--- config.mk ---
export PLATFORM = sky130hd
export DESIGN_NAME = cdc_rd_ptr_ctrl
export DESIGN_NICKNAME = d
export VERILOG_FILES = /design/src/rtl/cdc_rd_ptr_ctrl.sv
export SDC_FILE = /design/constraint.sdc
export NUM_CORES = 1
export LEC_CHECK = 0
export CORE_ASPECT_RATIO = 0.75
export CORE_MARGIN = 3
export CORE_UTILIZATION = 53
export DETAILED_ROUTE_END_ITERATION = 10
export PLACE_DENSITY = 0.94
export SYNTH_ARGS = -nofsm -noshare
export SYNTH_HDL_FRONTEND = slang
export SYNTH_SLANG_ARGS = --single-unit
export TNS_END_PERCENT = 100
--- constraint.sdc ---
create_clock -name clk -period 5.47 [get_ports clk]
set_input_delay 0.8205 -clock clk [delete_from_list [all_inputs] [get_ports clk]]
set_output_delay 0.8205 -clock clk [all_outputs]
set_load 0.05 [all_outputs]
--- src/rtl/cdc_rd_ptr_ctrl.sv ---
// cdc_rd_ptr_ctrl
//   Read-side pointer and flag controller of the asynchronous CDC FIFO.
//   The write domain's Gray pointer is brought in through a plain
//   synchronizer chain and converted to binary. The local read pointer is
//   kept in binary (for the RAM address) and in registered Gray form (for
//   the write domain). Empty, almost-empty and occupancy are registered.
//
// Ports
//   clk          read-domain clock
//   sysRst_n     asynchronous active-low reset
//   syncRst      synchronous flush of the read side (overrides rdReq)
//   wrPtrGray    Gray write pointer from the write clock domain
//   rdReq        request to pop one entry this cycle
//   pop          rdReq accepted; entry at rdAddr is consumed on this edge
//   rdAddr       RAM read address
//   rdPtrGray    registered Gray read pointer towards the write domain
//   empty        registered empty flag
//   almostEmpty  registered, level <= AE_LEVEL
//   level        registered occupancy, 0 .. 2**(n_bits-1)
module cdc_rd_ptr_ctrl #(
  parameter int unsigned n_bits      = 4,
  parameter int unsigned SYNC_STAGES = 2,
  parameter int unsigned AE_LEVEL    = 1
) (
  input  logic              clk,
  input  logic              sysRst_n,
  input  logic              syncRst,
  input  logic [n_bits-1:0] wrPtrGray,
  input  logic              rdReq,
  output logic              pop,
  output logic [n_bits-2:0] rdAddr,
  output logic [n_bits-1:0] rdPtrGray,
  output logic              empty,
  output logic              almostEmpty,
  output logic [n_bits-1:0] level
);

  localparam logic [n_bits-1:0] AE_THRESH = n_bits'(AE_LEVEL);

  logic [n_bits-1:0] r_sync [SYNC_STAGES];
  logic [n_bits-1:0] r_rdBin;
  logic [n_bits-1:0] r_rdPtrGray;
  logic              r_empty;
  logic              r_almostEmpty;
  logic [n_bits-1:0] r_level;

  logic [n_bits-1:0] w_wrGraySync;
  logic [n_bits-1:0] w_wrBinSync;
  logic [n_bits-1:0] w_rdBinInc;
  logic [n_bits-1:0] w_rdBinNext;
  logic [n_bits-1:0] w_rdGrayNext;
  logic [n_bits-1:0] w_levelNext;
  logic              w_pop;

  assign w_wrGraySync = r_sync[SYNC_STAGES-1];

  // Gray to binary: each binary bit is the XOR of all Gray bits from it up to the MSB.
  always_comb begin
    w_wrBinSync = '0;
    for (int unsigned i = 0; i < n_bits; i++) begin
      w_wrBinSync[i] = ^(w_wrGraySync >> i);
    end
  end

  assign w_pop        = rdReq & ~r_empty & ~syncRst;
  assign w_rdBinInc   = r_rdBin + 1'b1;
  assign w_rdBinNext  = w_pop ? w_rdBinInc : r_rdBin;
  assign w_rdGrayNext = w_rdBinNext ^ (w_rdBinNext >> 1);
  // Modular subtraction keeps the level correct across pointer wrap.
  assign w_levelNext  = w_wrBinSync - w_rdBinNext;

  always_ff @(posedge clk or negedge sysRst_n) begin
    if (!sysRst_n) begin
      for (int unsigned i = 0; i < SYNC_STAGES; i++) begin
        r_sync[i] <= '0;
      end
    end else begin
      r_sync[0] <= wrPtrGray;
      for (int unsigned i = 1; i < SYNC_STAGES; i++) begin
        r_sync[i] <= r_sync[i-1];
      end
    end
  end

  always_ff @(posedge clk or negedge sysRst_n) begin
    if (!sysRst_n) begin
      r_rdBin       <= '0;
      r_rdPtrGray   <= '0;
      r_empty       <= 1'b1;
      r_almostEmpty <= 1'b1;
      r_level       <= '0;
    end else if (syncRst) begin
      // Flush: jump the read pointer onto the synchronized write pointer.
      r_rdBin       <= w_wrBinSync;
      r_rdPtrGray   <= w_wrGraySync;
      r_empty       <= 1'b1;
      r_almostEmpty <= 1'b1;
      r_level       <= '0;
    end else begin
      r_rdBin       <= w_rdBinNext;
      r_rdPtrGray   <= w_rdGrayNext;
      r_empty       <= (w_wrGraySync == w_rdGrayNext);
      r_almostEmpty <= (w_levelNext <= AE_THRESH);
      r_level       <= w_levelNext;
    end
  end

  assign pop         = w_pop;
  assign rdAddr      = r_rdBin[n_bits-2:0];
  assign rdPtrGray   = r_rdPtrGray;
  assign empty       = r_empty;
  assign almostEmpty = r_almostEmpty;
  assign level       = r_level;

endmodule

==> impl_metrics.ini <==
[synth]
yosys_register_bits = 21
synth_area_um2 = 1030
synth_area_leader_cell = dfrtp_1
syn_nets = 103
synth_top_cells_by_area = dfrtp_1, xnor2_1, xor2_1
synth_mux_area_share_pct = 5.33
synth_adder_area_share_pct = 5.81
synth-seq-area-share_pct = 51.1
synth_top_family_by_area = XOR/XNOR gates
avgSynthCellArea_um2 = 11.4
synth-simple-area-share_pct = 9.93
synth_compound_area_share_pct = 9.44
synth_top_area_share_pct = 46.0
synthCells = 91
yosys_warnings = 0
synth_cell_types = 29
synth_xor_area_share_pct = 15.1

[placement]
port_buffers = 21
dpl.cell_count = 132
hpwl_um = 1600
gp_congestion = 0.802
pre_cts_slack_ns = 1.66

[sta]
finalCritPeriodShare_pct = 70.2
min_period_ns = 3.84
drv_slew = 0
clock.fmax_mhz = 260
clock_skew_ns = 0.00167
worst_pin_slew_ns = 0.918
final-hold-violation-count = 0
relSlewSlack_pct = 38.6
grt_setup_unrepaired = no
setup_viol = 0
setup_ws_ns = 1.63
fin_setup_tns_ns = 0

[hold_path]
min_from = r_sync[6]$_DFF_PN0_
min_path_cells = 0
hp-class = reg2reg
worstHoldEndpoint = w_wrGraySync[2]$_DFF_PN0_

[route]
routed_wl_um = 2040
vias = 712
ant_nets = 0
drt_iter0_markers = 27
via_per_inst = 5.24
routedWlPerCell_um = 15.0
firstDrtPassIters = 4
drc = 0

[setup_path]
path_class = in2out
startpoint_type = primary input
cp_max_fo = 13
critPathRequiredTime_ns = 4.65
worst_path_max_delay_cell = clkdlybuf4s50_1
crit_path_end_kind = output port
critPathTopFamily = buffers and inverters
rr_endpoint = almostEmpty$_DFF_PN1_
crit_buf_inv = 3
r2r_cells = 9
r2r-start = w_wrGraySync[2]$_DFF_PN0_
cpMostUsedCell = clkdlybuf4s50_1
path_cells = clkdlybuf4s50_1 -> or3b_1 -> inv_2 -> clkdlybuf4s50_1
r2r_slack_ns = 2.96
slowest_delay_ns = 0.80
critPathArrivalTime_ns = 3.02

[clock_tree]
cts_hold_buf = 0
htree_levels = 1
clkTransAtPathRegs_ns = 0.12
cts_tree = yes
cts.sinks = 21
post_cts_resized = 0
worstSkewPairLatency_ns = 0.30
numCtsBuffers = 3
clockBufferDepth = 2
cts-root-buf = clkbuf_4
cts_setup_buffers = 0

[die]
placementRows = 13
die_y_um = 44.2
core_area_um2 = 1790
io_pins = 22
dieArea_um2 = 2520
die_w_um = 57.0
start_util_pct = 57.8

[grt]
grt.total_usage_pct = 18.4
grt_pass1_wl_um = 3430
overflow = 0
grt_pass1_vias = 755
grt_max_degree = 22
antenna_found_initial = 0

[finish]
nNetsFinal = 127
finalNonFillerCells = 136
drive_above_1_share_pct = 12.3
final_core_util_pct = 71.9
area_growth_pct = 24.5
antennaDiodeCount = 0

[pwr]
p_per_area_nw_per_um2 = 427
pwr-share-comb_pct = 49.7
swShare_pct = 43.3
internal_power_w = 0.000311
p_leak_nw = 0.544
pwr-share-seq_pct = 36.4
power.switching_w = 0.000238
clockPowerShare_pct = 13.9
ir_drop_mv = 0.271

[flow_run]
maxCapViolCount = 0

[outcome]
status = completed
kinds of logic after synthesis:
| group | count (synthesis) |
|---|---|
| adder cells (fa/ha/maj) | 5 |
| XOR/XNOR | 17 |
| multiplexers | 4 |
| AND/OR/NAND/NOR | 22 |
| flip-flops | 21 |
| buffers and inverters | 7 |
| AO/OA/AOI/OAI | 15 |
sequential cells by signal, summed over array words and instances, names as in the netlist:
| register | cells |
|---|---|
| level | 4 |
| rdPtrGray | 3 |
| r_sync | 4 |
| empty | 1 |
| r_rdBin | 4 |
| almostEmpty | 1 |
| w_wrGraySync | 4 |
power by group through the flow:
| stage | Combinational (W) | Clock (W) | Sequential, W |
|---|---|---|---|
| final | 0.000273 | 0.0000761 | 0.000200 |
| after global routing | 0.000289 | 0.0000845 | 0.000203 |
| after CTS | 0.000274 | 0.0000783 | 0.000200 |
| after detailed placement | 0.000272 | 0 | 0.000203 |
| after global placement | 0.000262 | 0 | 0.000201 |
| after floorplan | 0.000111 | 0 | 0.000284 |
worst max path at each step:
| stage | from | to | slack (ns) | cells after the start |
|---|---|---|---|---|
| global placement | syncRst | pop | 1.71 | 4 |
| floorplan | syncRst | almostEmpty$_DFF_PN1_ | 2.72 | 9 |
| detailed placement | syncRst | pop | 1.66 | 4 |
| finish | syncRst | pop | 1.63 | 4 |
| CTS | syncRst | pop | 1.66 | 4 |
| global route | syncRst | pop | 1.59 | 4 |
layer usage:
layer,vias to the layer above,share of wire (%),GRT usage (%)
li1,346,-,-
met4,0,0.44,4.17
met5,-,0,0
met2,20,51,32.3
met1,344,43,22.9
met3,2,5.4,5.25
cells in the final DEF, fill, tap and decap left out, types with 2 or more instances in the layout:
master	count
a21oi_1	6
clkbuf_4	3
clkdlybuf4s50_1	21
dfrtp_1	19
dfstp_2	2
ha_1	4
inv_1	4
mux2_2	2
nand2_1	5
nand2b_1	2
nand3_1	2
nor2_1	9
o21ai_0	4
xnor2_1	8
xor2_1	8
Yosys cell counts:
| library cell | number |
|---|---|
| dfrtp_1 | 19 |
| mux2_2 | 2 |
| inv_2 | 1 |
| clkbuf_1 | 1 |
| o31ai_2 | 1 |
| nor4_1 | 1 |
| buf_6 | 1 |
| a31o_1 | 1 |
| nand2_1 | 5 |
| mux2i_1 | 1 |
| nand3_1 | 2 |
| xor2_2 | 1 |
| nor2_1 | 9 |
| xnor2_1 | 8 |
| and2_1 | 1 |
| dfstp_2 | 2 |
| mux2i_4 | 1 |
| a21oi_2 | 1 |
| o21ai_0 | 4 |
| inv_1 | 4 |
| ha_1 | 4 |
| maj3_1 | 1 |
| a21oi_1 | 6 |
| nor2_2 | 1 |
| nand2b_1 | 2 |
| o311a_1 | 1 |
| or3b_1 | 1 |
| xor2_1 | 8 |
| a211oi_1 | 1 |
layout make-up:
| class | count | area [µm²] |
|---|---|---|
| clock inverter | 1 | 7.51 |
| timing repair buffer | 21 | 210 |
| fill | 133 | 503 |
| tap | 22 | 27.5 |
| clock buffer | 3 | 22.5 |
| inverter | 5 | 18.8 |
| sequential | 21 | 528 |
| multi-input combinational | 63 | 472 |
stage by stage:
| step | cell area [µm²] | hold slack [ns] | total power, W |
|---|---|---|---|
| after floorplan | 1030 | 0.331 | 0.000395 |
| after global placement | 1260 | 0.333 | 0.000463 |
| after detailed placement | 1260 | 0.346 | 0.000476 |
| after CTS | 1290 | 0.375 | 0.000553 |
| after global routing | 1290 | 0.383 | 0.000576 |
| final | 1290 | 0.370 | 0.000549 |
No activity file was read; power rests on OpenSTA's default activity.
